## config.mk

```make
export PLATFORM = sky130hd
export DESIGN_NAME = fetch_unit
export DESIGN_NICKNAME = d
export VERILOG_FILES = /design/src/rtl/core_pkg.sv /design/src/rtl/fetch_fifo.sv /design/src/rtl/fetch_unit.sv
export SDC_FILE = /design/constraint.sdc
export NUM_CORES = 1
export LEC_CHECK = 0
export BUFFER_PORTS_ARGS = -buffer_cell sky130_fd_sc_hd__clkbuf_2
export CAP_MARGIN = 20
export CELL_PAD_IN_SITES_DETAIL_PLACEMENT = 0
export CELL_PAD_IN_SITES_GLOBAL_PLACEMENT = 1
export CORE_ASPECT_RATIO = 0.7
export CORE_UTILIZATION = 35
export CTS_BUF_LIST = sky130_fd_sc_hd__clkbuf_8
export DETAILED_ROUTE_END_ITERATION = 6
export PLACE_DENSITY_LB_ADDON = 0.1
export SLEW_MARGIN = 20
export SYNTH_ARGS = -nofsm -noshare
export SYNTH_HDL_FRONTEND = slang
export SYNTH_HIERARCHICAL = 1
export SYNTH_SLANG_ARGS = --single-unit
```

## constraint.sdc

```tcl
create_clock -name clk -period 3 [get_ports clk]
set_input_delay 0.45 -clock clk [delete_from_list [all_inputs] [get_ports clk]]
set_output_delay 0.45 -clock clk [all_outputs]
set_load 0.005 [all_outputs]
```

## src/rtl/core_pkg.sv

```systemverilog
// Shared types and constants for the fetch stage: fetch FSM states, word
// geometry and the instruction field positions decode relies on.
package core_pkg;

  typedef enum logic [1:0] {
    BOOT  = 2'd0,
    RUN   = 2'd1,
    FLUSH = 2'd2
  } fetch_state_t;

  localparam int XLEN         = 32;
  localparam int INSTR_BYTES  = 4;

  localparam int OP_LSB       = 0;
  localparam int OP_MSB       = 6;
  localparam int FUNCT3_LSB   = 12;
  localparam int FUNCT3_MSB   = 14;
  localparam int FUNCT7_5_BIT = 30;

endpackage

```

## src/rtl/fetch_fifo.sv

```systemverilog
// Synchronous FIFO with occupancy count and single-cycle flush; used for the
// instruction buffer and for the PC tags of in-flight fetches.
module fetch_fifo #(
  parameter int DATA_W = 32,
  parameter int DEPTH  = 2,
  parameter int CW     = $clog2(DEPTH + 1)
) (
  input  logic              clk,
  input  logic              rst_n,
  input  logic              flush,
  input  logic              push,
  input  logic [DATA_W-1:0] push_data,
  input  logic              pop,
  output logic [DATA_W-1:0] head,
  output logic [CW-1:0]     count
);

  localparam int AW = (DEPTH > 1) ? $clog2(DEPTH) : 1;

  logic [DATA_W-1:0] mem [DEPTH];
  logic [AW-1:0]     wr_ptr;
  logic [AW-1:0]     rd_ptr;
  logic              empty;
  logic              full;
  logic              do_push;
  logic              do_pop;

  function automatic logic [AW-1:0] ptr_inc(input logic [AW-1:0] p);
    return (p == AW'(DEPTH - 1)) ? '0 : p + AW'(1);
  endfunction

  assign empty   = (count == '0);
  assign full    = (count == CW'(DEPTH));
  assign do_pop  = pop & ~empty;
  // A pop frees the slot a same-cycle push lands in when the FIFO is full.
  assign do_push = push & (~full | do_pop);
  assign head    = mem[rd_ptr];

  // Entries are cleared on reset so the head reads zero out of reset.
  always_ff @(posedge clk or negedge rst_n) begin
    if (!rst_n) begin
      wr_ptr <= '0;
      rd_ptr <= '0;
      count  <= '0;
      for (int i = 0; i < DEPTH; i++) mem[i] <= '0;
    end else if (flush) begin
      wr_ptr <= '0;
      rd_ptr <= '0;
      count  <= '0;
    end else begin
      if (do_push) begin
        mem[wr_ptr] <= push_data;
        wr_ptr      <= ptr_inc(wr_ptr);
      end
      if (do_pop) rd_ptr <= ptr_inc(rd_ptr);
      count <= count + CW'(do_push) - CW'(do_pop);
    end
  end

  a_no_overflow: assert property (@(posedge clk) disable iff (!rst_n)
    !(push && !flush && full && !pop));

endmodule

```

## src/rtl/fetch_unit.sv

```systemverilog
// Instruction fetch: credit-limited word requests, in-order tagged responses,
// redirect flush with response discard. FETCH_PERF_CNT_EN adds perf counters.
module fetch_unit
  import core_pkg::*;
#(
  parameter logic [XLEN-1:0] RESET_PC  = 32'h0000_0000,
  parameter int              BUF_DEPTH = 2
) (
  input  logic            clk,
  input  logic            rst_n,
  output logic            imem_req,
  output logic [XLEN-1:0] imem_addr,
  input  logic            imem_gnt,
  input  logic            imem_rvalid,
  input  logic [XLEN-1:0] imem_rdata,
  input  logic            redirect,
  input  logic [XLEN-1:0] redirect_pc,
  output logic            instr_valid,
  input  logic            instr_ready,
  output logic [XLEN-1:0] instr,
  output logic [XLEN-1:0] instr_pc,
  output logic [6:0]      op_6_0,
  output logic [2:0]      funct3,
  output logic            funct7_5
`ifdef FETCH_PERF_CNT_EN
  ,
  output logic [XLEN-1:0] perf_fetched,
  output logic [XLEN-1:0] perf_discarded,
  output logic [XLEN-1:0] perf_stall
`endif
);

  localparam int              CW         = $clog2(BUF_DEPTH + 1);
  localparam logic [CW:0]     CREDIT_MAX = (CW + 1)'(BUF_DEPTH);
  localparam logic [XLEN-1:0] PC_ALIGN   = ~XLEN'(INSTR_BYTES - 1);

  fetch_state_t      state;
  logic [XLEN-1:0]   fetch_pc;
  logic [CW-1:0]     inflight;
  logic [CW-1:0]     discard_cnt;
  logic [CW-1:0]     inflight_nxt;
  logic [CW-1:0]     discard_nxt;
  logic [CW-1:0]     buf_count;
  logic [CW-1:0]     tag_count;
  logic [CW:0]       credit_used;
  logic [2*XLEN-1:0] buf_head;
  logic [XLEN-1:0]   tag_head;
  logic              grant;
  logic              rsp_live;
  logic              rsp_drop;
  logic              pop;

  // Buffered plus in-flight words may never exceed the buffer size, so every
  // live response is guaranteed a slot.
  assign credit_used = {1'b0, buf_count} + {1'b0, inflight};
  assign imem_req    = (state != BOOT) && !redirect && (credit_used < CREDIT_MAX);
  assign imem_addr   = fetch_pc;
  assign grant       = imem_req & imem_gnt;

  assign rsp_live    = imem_rvalid & ~redirect & (discard_cnt == '0);
  assign rsp_drop    = imem_rvalid & ~rsp_live;

  assign instr_valid = (buf_count != '0) & ~redirect;
  assign pop         = instr_valid & instr_ready;

  always_comb begin
    inflight_nxt = inflight + CW'(grant) - CW'(imem_rvalid);
    discard_nxt  = discard_cnt;
    if (redirect) begin
      // A response landing with the redirect is dropped here, not counted.
      discard_nxt = inflight - CW'(imem_rvalid);
    end else if (imem_rvalid && (discard_cnt != '0)) begin
      discard_nxt = discard_cnt - CW'(1);
    end
  end

  always_ff @(posedge clk or negedge rst_n) begin
    if (!rst_n) begin
      state       <= BOOT;
      fetch_pc    <= RESET_PC;
      inflight    <= '0;
      discard_cnt <= '0;
    end else begin
      inflight    <= inflight_nxt;
      discard_cnt <= discard_nxt;
      if (redirect) begin
        fetch_pc <= redirect_pc & PC_ALIGN;
      end else if (grant) begin
        fetch_pc <= fetch_pc + XLEN'(INSTR_BYTES);
      end
      case (state)
        BOOT:       state <= RUN;
        RUN, FLUSH: state <= (discard_nxt != '0) ? FLUSH : RUN;
        default:    state <= BOOT;
      endcase
    end
  end

  fetch_fifo #(
    .DATA_W (XLEN),
    .DEPTH  (BUF_DEPTH),
    .CW     (CW)
  ) u_tag_fifo (
    .clk       (clk),
    .rst_n     (rst_n),
    .flush     (redirect),
    .push      (grant),
    .push_data (fetch_pc),
    .pop       (rsp_live),
    .head      (tag_head),
    .count     (tag_count)
  );

  fetch_fifo #(
    .DATA_W (2 * XLEN),
    .DEPTH  (BUF_DEPTH),
    .CW     (CW)
  ) u_instr_buf (
    .clk       (clk),
    .rst_n     (rst_n),
    .flush     (redirect),
    .push      (rsp_live),
    .push_data ({imem_rdata, tag_head}),
    .pop       (pop),
    .head      (buf_head),
    .count     (buf_count)
  );

  assign instr    = buf_head[2*XLEN-1:XLEN];
  assign instr_pc = buf_head[XLEN-1:0];
  assign op_6_0   = instr[OP_MSB:OP_LSB];
  assign funct3   = instr[FUNCT3_MSB:FUNCT3_LSB];
  assign funct7_5 = instr[FUNCT7_5_BIT];

`ifdef FETCH_PERF_CNT_EN
  function automatic logic [XLEN-1:0] sat_inc(input logic [XLEN-1:0] v, input logic en);
    return (en && (v != '1)) ? v + XLEN'(1) : v;
  endfunction

  always_ff @(posedge clk or negedge rst_n) begin
    if (!rst_n) begin
      perf_fetched   <= '0;
      perf_discarded <= '0;
      perf_stall     <= '0;
    end else begin
      perf_fetched   <= sat_inc(perf_fetched, pop);
      perf_discarded <= sat_inc(perf_discarded, rsp_drop);
      perf_stall     <= sat_inc(perf_stall, instr_ready & ~instr_valid);
    end
  end
`endif

  a_rsp_expected: assert property (@(posedge clk) disable iff (!rst_n)
    imem_rvalid |-> (inflight != '0));
  a_tags_match_live: assert property (@(posedge clk) disable iff (!rst_n)
    tag_count == (inflight - discard_cnt));
  a_flush_iff_discard: assert property (@(posedge clk) disable iff (!rst_n)
    (state == FLUSH) == (discard_cnt != '0));
  a_drop_accounted: assert property (@(posedge clk) disable iff (!rst_n)
    rsp_drop |-> (redirect || (discard_cnt != '0)));

endmodule

```

==> impl_metrics.yaml, run 1 <==
critical_path:
  required_ns: 3.47
  crit_end: "imem_addr[17]"
  timing.rr.end: "imem_addr[17]"
  crit_arrival_ns: 3.31
  crit_cells: 6
  start_kind: "flop"
  cpLargestDelayFamily: "simple AND/OR/NAND/NOR gates"
  timing_worst_setup_path_type: "flop to flop"
  cp_slowest_cell: "or4b_1"
  cp-startpoint: "inflight[0]"
  rr_startpoint: "inflight[0]"
  path_buf_inv: 0
  reg2reg_slack_ns: 0.16
  endpoint_kind: "flop"
  crit_path_max_incr_delay_ns: 0.59
  rr_worst_depth: 6
  crit_path_cell_trace: "and2_1 -> fa_1 -> or4b_1 -> or2_2 -> or4_1 -> a31oi_1"
  critPathMaxFanout: 17
yosys:
  ys.warnings.count: 6
  yosys-top-cells-area: "dfrtp_1 52%, mux2_2 19%, mux2_4 12%"
  async_reset_ff_share_pct: 100
  synth_top_area_share_pct: 51.9
  netlist_area_sq_mm: 0.0114
  ys_types: 49
  synth_edf_count: 0
  ys_ff_latch: 236
  syn_avg_cell_area_sq_um: 13.9
  yosysSeqAreaShare_pct: 51.9
  synth_top_area_cell: "dfrtp_1"
  syn_inst: 820
  synthFlopType: "dfrtp_1"
cts:
  h-tree-depth: 2
  numCtsBuffers: 40
  clock_latency_ns: 0.56
  cts_tree: "yes"
  clkTransAtPathRegs_ns: 0.06
  cts_sinks: 236
  cts_max_path_buffers: 3
  cts_root_buffer: "clkbuf_8"
power:
  p_per_area_mw_per_mm2: 794
  p_leak_uw: 0.00643
  peakVddDrop_uv: 306
die:
  dieArea_sq_mm: 0.0333
  core_sq_mm: 0.0316
  start_util_pct: 36.1
  rows: 54
  die_h_microns: 153
  die_w_microns: 218
  pin_count: 179
global_route:
  grt_max_degree: 74
  grt_pass1_wl_microns: 42500
  grt_use_total_pct: 16.4
  first_global_vias: 7127
  globalRouteOverflowTotal: 0
  antenna_found_initial: 0
routing:
  routed-via-count: 6998
  ant_nets: 0
  post-route-drc-count: 0
  post_drt_wl_per_cell_microns: 18.2
  via_per_inst: 4.80
  postRouteWirelength_microns: 26600
  first_pass_iters: 4
  drt-initial-drc-count: 285
outcome:
  outcome: "completed"
placed_design:
  port_buffers: 174
  place.gp.congestion: 0.734
  detailed_place_hpwl_microns: 17300
flow_run:
  maxCapViolCount: 0
sta:
  maxSlewViolCount: 0
  timing.hold.ws_ns: 0.111
  hold_viol: 0
  finalSetupTns_ns: 0
  fmax_ghz: 0.352
  tightest_slew_ns: 0.733
  fin_crit_sh_pct: 94.6
  rsz0062_at_grt: "no"
  min_period_ns: 2.84
  maxSlewHeadroom_pct: 51.1
  setup_viol: 0
  skew_ns: 0.0180
final_layout:
  n_fill_cell: 3000
  synthToLayoutAreaGrowth_pct: 19.4
  n_antenna_cell: 0
  mostFrequentLayoutCells: "235 x dfrtp_1, 195 x mux2_2, 173 x clkbuf_2"
  layout_commonest_cell: "dfrtp_1"
  nNetsFinal: 1092
  drive_gt1_share_pct: 53.9
worst_hold_path:
  min-delay-path-class: "input port to flop"
==> flip-flops by register name, summed over array words and instances (netlist names) <==
signal,count
u_tag_fifo/count,2
state,2
u_instr_buf/mem,128
u_tag_fifo/rd_ptr,1
inflight,2
discard_cnt,2
u_tag_fifo/mem,64
u_instr_buf/count,2
u_tag_fifo/wr_ptr,1
imem_addr,30
u_instr_buf/rd_ptr,1
u_instr_buf/wr_ptr,1
==> final cells by class <==
class | instances | area [sq um] | share of cell area, %
sequential | 236 | 5910 | 43.5
multi-input combinational | 515 | 5090 | 37.4
timing repair buffer | 202 | 1210 | 8.87
clock buffer | 53 | 729 | 5.37
tap | 420 | 526 | 3.87
clock inverter | 17 | 78.8 | 0.580
inverter | 15 | 56.3 | 0.414
==> report_power, final <==
group,total [uW],internal (uW),switching [uW]
Combinational,3130,1930,1200
Clock,2920,1580,1350
Sequential,4740,4200,541
==> how the worst min path moves through the flow <==
| stage | startpoint | to | depth (start not counted) |
|---|---|---|---|
| 2_1_floorplan | rst_n | discard_cnt[0] | 0 |
| 3_3_place_gp | u_instr_buf/mem[1] | u_instr_buf/mem[1] | 1 |
| 3_5_place_dp | u_instr_buf/mem[1] | u_instr_buf/mem[1] | 1 |
| 4_1_cts | redirect_pc[12] | imem_addr[12] | 3 |
| 5_1_grt | redirect_pc[6] | imem_addr[6] | 3 |
| 6_report | redirect_pc[12] | imem_addr[12] | 3 |
==> logic make-up after synthesis <==
family,count (synthesis),share of synthesized area (%)
muxes,292,31.8
DFF,236,51.9
and+or+nand+nor,129,6.23
buffers and inverters,74,3.88
AOI/OAI and AO/OA,55,3.19
xor gates and xnor gates,21,1.62
adders and majority gates,12,1.38
other,1,0.0329
==> worst min-delay path, stage by stage <==
cell and delay, ns:
clkbuf_2 0.07, nand2_1 0.04, o21ai_0 0.05
==> synth_stat cells, drive strengths merged, types with 2 or more instances <==
library cell  instances
and4                  2
or3                   8
nand4                 8
clkbuf               22
mux2i                 3
o211ai                2
dfrtp               236
xor2                  8
inv                  15
or4                  17
nand3                12
ha                   11
o21ai                14
a211o                 2
mux2                289
or2                   2
nor2                 24
xnor2                13
and3                  4
nand2b                2
and2                  2
nand2                31
buf                  37
nor4                  5
and4b                 2
or3b                  2
a31oi                15
o31ai                14
nor2b                 4
o21a                  3
==> stage by stage <==
step	power [uW]	instance area [sq um]	setup slack, ns	instances	utilization (%)
floorplan	6860	11400	0.199	825	-
global placement	7910	12800	0.172	1387	40.5
detailed placement	7960	12800	0.138	1387	40.5
CTS	11000	13600	0.108	1458	43.1
global route	11500	13600	0.0447	1458	43.1
finish	10800	13600	0.162	1458	43.1
==> metal layers <==
| metal | global-route usage [%] | vias up | routed length [microns] |
|---|---|---|---|
| li1 | - | 3334 | - |
| met1 | 25.3 | 3503 | 14200 |
| met2 | 22.5 | 122 | 10800 |
| met3 | 3.54 | 39 | 1150 |
| met4 | 4.66 | 0 | 434 |
| met5 | 0 | - | 0 |
==> repair_timing <==
item                                    CTS  global route
endpoints found under the setup margin    0             1
resized for setup                         0             1
hold endpoints to repair                 70             0
buffers inserted                          0             0
hold buffers                              1             0
Note: power is estimated with default switching activity, not from simulation.
==> run 2, diff against run 1 <==
--- a/config.mk
+++ b/config.mk
@@ -5,6 +5,7 @@
 export SDC_FILE = /design/constraint.sdc
 export NUM_CORES = 1
 export LEC_CHECK = 0
+export ABC_AREA = 1
 export BUFFER_PORTS_ARGS = -buffer_cell sky130_fd_sc_hd__clkbuf_2
 export CAP_MARGIN = 20
 export CELL_PAD_IN_SITES_DETAIL_PLACEMENT = 0
==> run 2 against run 1 <==
  * Flip-flop and latch count stayed put
  * Sequential power increased by 1%
  * Non-clock buffer count rose by 3
  * Final cell count increased by 56%
  * Global-route usage up 5.8 points
  * Routed wire length increased by 48%
  * Critical path depth is 2 lower
  * Power increased by 0.99%
  * Core utilization is 2.0 points lower
  * Largest cell class unchanged
==> impl_metrics.yaml, run 2 <==
die:
  die_h_microns: 160
  rows: 57
  die_w_microns: 227
  start_util_pct: 35.7
  dieArea_sq_mm: 0.0363
  pin_count: 179
  core_sq_mm: 0.0348
yosys:
  ys_types: 36
  synth_fa_ha_area_share_pct: 1.27
  yosysSeqAreaShare_pct: 47.5
  synthXorXnorAreaFrac_pct: 0.423
  syn_avg_cell_area_sq_um: 7.55
  synthFlopType: "dfrtp_1"
  synth_top_area_share_pct: 47.5
  synth_commonest_cells: "831 x nand2_1, 236 x dfrtp_1, 193 x nand4_1"
  synthSimpleGateAreaFrac_pct: 40.6
  syn_inst: 1646
  synth.area.mux_share_pct: 0
  synth_top_area_cell: "dfrtp_1"
  ys_ff_latch: 236
  yosys-top-cells-area: "dfrtp_1 48%, nand2_1 25%, nand4_1 9.7%"
  netlist_area_sq_mm: 0.0124
  synth_edf_count: 0
  synth-compound-area-share_pct: 1.89
  ys.warnings.count: 6
  synth_top_family_by_area: "simple AND/OR/NAND/NOR gates"
  async_reset_ff_share_pct: 100
  yosysMostFrequentCell: "nand2_1"
power:
  p_leak_uw: 0.00791
  peakVddDrop_uv: 396
  p_switching_uw: 4010
  p_per_area_mw_per_mm2: 762
  p_clk_share_pct: 28.0
  pwr-share-comb_pct: 28.0
  pwr-share-seq_pct: 44.0
  finalPower_uw: 10900
  switching_share_pct: 36.8
  p_int_uw: 6890
outcome:
  outcome: "completed"
global_route:
  grt_use_total_pct: 22.1
  antenna_found_initial: 0
  first_global_vias: 10948
  grt_pass1_wl_microns: 62900
  globalRouteOverflowTotal: 0
  grt_max_degree: 91
cts:
  cts_sinks: 236
  numCtsBuffers: 44
  cts_tree: "yes"
  h-tree-depth: 2
  cts_root_buffer: "clkbuf_8"
  cts_setup_buffers: 0
  cts_resized: 0
  cts_max_path_buffers: 3
  clkTransAtPathRegs_ns: 0.06
  clock_latency_ns: 0.59
critical_path:
  path_common_cell: "nand2_1"
  critPathMaxFanout: 65
  endpoint_kind: "primary output"
  crit_path_max_incr_delay_ns: 0.66
  timing_worst_setup_path_type: "flop to primary output"
  start_kind: "flop"
  crit_arrival_ns: 2.10
  crit_path_cell_trace: "buf_4 -> nand2_1 -> nand2_1 -> clkbuf_2"
  required_ns: 2.55
  cp_slowest_cell: "buf_4"
final_layout:
  largest_register_ffs: 128
  fin_cells: 2278
  nNetsFinal: 1860
  synthToLayoutAreaGrowth_pct: 15.1
  mostFrequentLayoutCells: "831 x nand2_1, 235 x dfrtp_1, 193 x nand4_1"
  n_antenna_cell: 0
  layout_commonest_cell: "nand2_1"
  drive_gt1_share_pct: 16.6
  regMostFlops: "u_instr_buf/mem"
routing:
  routed-via-count: 11201
  via_per_inst: 4.92
  first_pass_iters: 5
  ant_nets: 0
  postRouteWirelength_microns: 39400
  post_drt_wl_per_cell_microns: 17.3
  drt-initial-drc-count: 871
  post-route-drc-count: 0
sta:
  min_period_ns: 2.55
  fmax_ghz: 0.393
  rsz0062_at_grt: "no"
  maxSlewHeadroom_pct: 40.9
  setup_viol: 0
  hold_viol: 0
  maxSlewViolCount: 0
  tightest_slew_ns: 0.886
  finalSetupTns_ns: 0
  fin_crit_sh_pct: 84.9
  skew_ns: 0.0350
placed_design:
  placed_cells: 2203
  detailed_place_hpwl_microns: 24100
  place.gp.congestion: 0.829
  port_buffers: 174
worst_hold_path:
  min-delay-path-class: "input port to flop"
flow_run:
  maxCapViolCount: 0
run 2: cells by family after synthesis:
kind of cell	after synthesis
compound gates	41
buf+inv	201
flops	236
xor+xnor	6
other cells	1
fa+ha+maj	12
simple gates	1149
run 2: final cells by class:
type                    count  area, sq um
fillers                  3770        20500
flip-flops and latches    236         5910
multi-input cells        1214         5530
repair buffers            205         1150
clock buffers              55          757
well taps                 472          591
inverters                  77          290
clock inverters            19         78.8
run 2: per-stage QoR:
stage	setup WS (ns)	util [%]	hold WS (ns)	cell area, sq um
floorplan	0.499	-	0.154	12400
global placement	0.589	38.7	0.453	13500
detailed placement	0.556	38.7	0.458	13500
CTS	0.404	41.1	0.0667	14300
global route	0.260	41.1	0.0861	14300
finish	0.453	41.1	0.105	14300
run 2: critical path: cells and delay by family (launching register included):
family / cells / cell delay, ns
buf+inv: 2 / 0.81
flops: 1 / 0.36
simple gates: 2 / 0.29
run 2: path summary, 6_finish.rpt:
check                                      from  depth (start not counted)  slack (ns)                   to
setup / recovery             u_instr_buf/rd_ptr                          4        0.45         instr_pc[14]
hold / removal                  redirect_pc[15]                          3        0.11        imem_addr[15]
setup reg to reg           u_instr_buf/count[0]                          9        0.54   u_tag_fifo/mem[53]
hold reg to reg             u_instr_buf/mem[99]                          2        0.47  u_instr_buf/mem[99]
max in group asynchronous                 rst_n                          3        1.76  u_instr_buf/mem[99]
min in group asynchronous                 rst_n                          2        0.47        imem_addr[25]
run 2: timing repair:
| action | in CTS | in global routing |
|---|---|---|
| endpoints found under the hold margin | 65 | 0 |
| hold buffers | 1 | 0 |
| setup endpoints to repair | 0 | 0 |
run 2: metal layers:
layer | GRT usage [%] | vias up | share of wire (%)
li1 | - | 5596 | -
met5 | 0 | - | 0
met1 | 33.0 | 5320 | 50
met3 | 4.77 | 45 | 5.6
met4 | 4.76 | 0 | 1.4
met2 | 32.6 | 240 | 43
run 2: power groups by stage:
stage,combinational (uW),clock (uW),sequential [uW]
6_report,3050,3050,4800
5_1_grt,3550,3300,4920
4_1_cts,3110,3160,4800
3_5_place_dp,3100,0,4840
3_3_place_gp,3050,0,4830
2_1_floorplan,2050,0,4650
==> run 3, diff against run 2 <==
==> constraint.sdc (replaced) <==
create_clock -name clk -period 2.2 [get_ports clk]
set_input_delay 0.33 -clock clk [delete_from_list [all_inputs] [get_ports clk]]
set_output_delay 0.33 -clock clk [all_outputs]
set_load 0.005 [all_outputs]
==> run 3 against run 2 <==
  * Clock power grew 36%
  * Core utilization grew 2.4 points
  * Sequential share of layout area decreased by 2.2 points
  * Design area grew 5.8%
  * First-iteration DRC count is 4.2% higher
  * Worst setup slack lost 0.43 ns
  * Critical endpoint is now imem_req
==> impl_metrics.yaml, run 3 (same netlist as run 2, synthesis figures left out) <==
die:
  start_util_pct: 35.7
  die_h_microns: 160
  die_w_microns: 227
  pin_count: 179
  core_sq_mm: 0.0348
  rows: 57
  dieArea_sq_mm: 0.0363
final_layout:
  drive_gt1_share_pct: 17.9
  nNetsFinal: 1927
  n_fill_cell: 3694
  mostFrequentLayoutCells: "830 x nand2_1, 234 x dfrtp_1, 193 x nand4_1"
  regMostFlops: "u_instr_buf/mem"
  n_antenna_cell: 0
  fin_cells: 2344
  final_area_sq_mm: 0.0151
  largest_register_ffs: 128
  layout_commonest_cell: "nand2_1"
  synthToLayoutAreaGrowth_pct: 21.8
critical_path:
  required_ns: 1.87
  critPathMaxFanout: 2
  cp_slowest_cell: "fa_2"
  start_kind: "flop"
  cpLargestDelayFamily: "adder cells"
  path_buf_inv: 4
  timing_worst_setup_path_type: "flop to primary output"
  path_common_cell: "inv_1"
  crit_path_max_incr_delay_ns: 0.53
  crit_arrival_ns: 1.85
  endpoint_kind: "primary output"
  crit_path_cell_trace: "nand2_1 -> inv_1 -> fa_2 -> inv_2 -> nand3_2 -> inv_1 -> clkbuf_2"
power:
  p_int_uw: 9670
  p_clk_share_pct: 27.5
  p_switching_uw: 5450
  pwr-share-comb_pct: 29.7
  peakVddDrop_uv: 519
  pwr-share-seq_pct: 42.7
  p_leak_uw: 0.00827
  switching_share_pct: 36.1
  finalPower_uw: 15100
  p_per_area_mw_per_mm2: 999
cts:
  cts_root_buffer: "clkbuf_8"
  clock_latency_ns: 0.57
  cts_tree: "yes"
  h-tree-depth: 2
  clkTransAtPathRegs_ns: 0.06
  cts_sinks: 236
  numCtsBuffers: 42
  cts_max_path_buffers: 3
sta:
  rsz0062_at_grt: "yes"
  hold_viol: 0
  skew_ns: 0.0177
  min_period_ns: 2.18
  setup_viol: 0
  fin_crit_sh_pct: 98.9
  fmax_ghz: 0.459
  maxSlewViolCount: 0
flow_run:
  maxCapViolCount: 0
placed_design:
  place.gp.congestion: 0.842
  placed_cells: 2227
  place_area_sq_mm: 0.0138
  detailed_place_hpwl_microns: 24200
  port_buffers: 174
worst_hold_path:
  min-delay-path-class: "input port to flop"
routing:
  post_drt_wl_per_cell_microns: 16.7
  first_pass_iters: 5
  drt-initial-drc-count: 908
  routed-via-count: 11390
  postRouteWirelength_microns: 39000
  via_per_inst: 4.86
  post-route-drc-count: 0
  ant_nets: 0
global_route:
  grt_use_total_pct: 21.9
  grt_max_degree: 89
  globalRouteOverflowTotal: 0
  antenna_found_initial: 0
  first_global_vias: 11261
  grt_pass1_wl_microns: 62500
outcome:
  outcome: "completed"
[run 3: cell types whose count changed in the layout (fill, tap and decap cells not counted), sizes merged]
cell	previous run	this run
inv	93	88
clkinvlp	2	0
clkinv	1	3
dlygate4sd3	1	43
clkbuf	228	230
buf	31	58
[run 3: path summary, 6_finish.rpt]
| path | slack (ns) | cells after the start | to | start |
|---|---|---|---|---|
| setup reg to reg | 0.16 | 10 | inflight[1] | inflight[0] |
| hold reg to reg | 0.47 | 2 | u_tag_fifo/mem[45] | u_tag_fifo/mem[45] |
| hold / removal | 0.03 | 3 | u_instr_buf/mem[42] | imem_rdata[10] |
| setup / recovery | 0.02 | 7 | imem_req | inflight[0] |
| min in group asynchronous | 0.29 | 2 | imem_addr[25] | rst_n |
| max in group asynchronous | 1.07 | 3 | u_instr_buf/mem[105] | rst_n |
[run 3: worst reg2reg max path: stages, from the launching register on]
cell     delay (ns)
dfrtp_1        0.36
nand2_1        0.06
inv_1          0.07
fa_2           0.44
inv_2          0.09
nand4_4        0.10
buf_4          0.20
ha_1           0.27
inv_1          0.04
ha_1           0.18
xnor2_1        0.12
[run 3: timing repair]
| item | in CTS | in global routing |
|---|---|---|
| hold endpoints to repair | 108 | 0 |
| hold buffers | 43 | 0 |
| setup buffers | 3 | 0 |
| setup endpoints to repair | 1 | 5 |
| gates resized for setup | 2 | 2 |
| pin swaps | 0 | 0 |
[run 3: layout make-up]
cell class              count  area [sq um]  area share, %
clock buffers              57           785           5.18
clock inverters            14          55.1          0.364
inverters                  77           294           1.94
multi-input cells        1214          5570           36.8
flip-flops and latches    236          5910           39.0
well taps                 472           591           3.90
repair buffers            274          1930           12.8
[run 3: stage by stage]
| step | TNS [ns] | utilization, % | hold slack, ns | setup WS (ns) |
|---|---|---|---|---|
| after floorplan | -0.117 | - | 0.0344 | -0.0627 |
| after global placement | 0 | 39.8 | 0.290 | 0.168 |
| after detailed placement | 0 | 39.8 | 0.285 | 0.123 |
| after CTS | -0.0293 | 43.5 | 0.000400 | -0.0293 |
| after global routing | -0.0728 | 43.5 | 0.0146 | -0.0728 |
| final | 0 | 43.5 | 0.0315 | 0.0237 |
[run 3: metal layers]
layer | up-vias | part of all wire (%) | GRT usage [%] | routed length, microns
met2 | 194 | 45 | 33.4 | 17600
met4 | 0 | 1.5 | 4.79 | 580
met3 | 47 | 4.4 | 3.86 | 1730
met1 | 5431 | 49 | 32.3 | 19200
met5 | - | 0 | 0 | 0
li1 | 5718 | - | - | -
[run 3: power groups by stage]
| stage | Sequential, uW | Combinational (uW) | Clock (uW) |
|---|---|---|---|
| 6_report | 6470 | 4500 | 4160 |
| 5_1_grt | 6630 | 5180 | 4520 |
| 4_1_cts | 6460 | 4590 | 4310 |
| 3_5_place_dp | 6530 | 4470 | 0 |
| 3_3_place_gp | 6500 | 4400 | 0 |
| 2_1_floorplan | 6340 | 2830 | 0 |
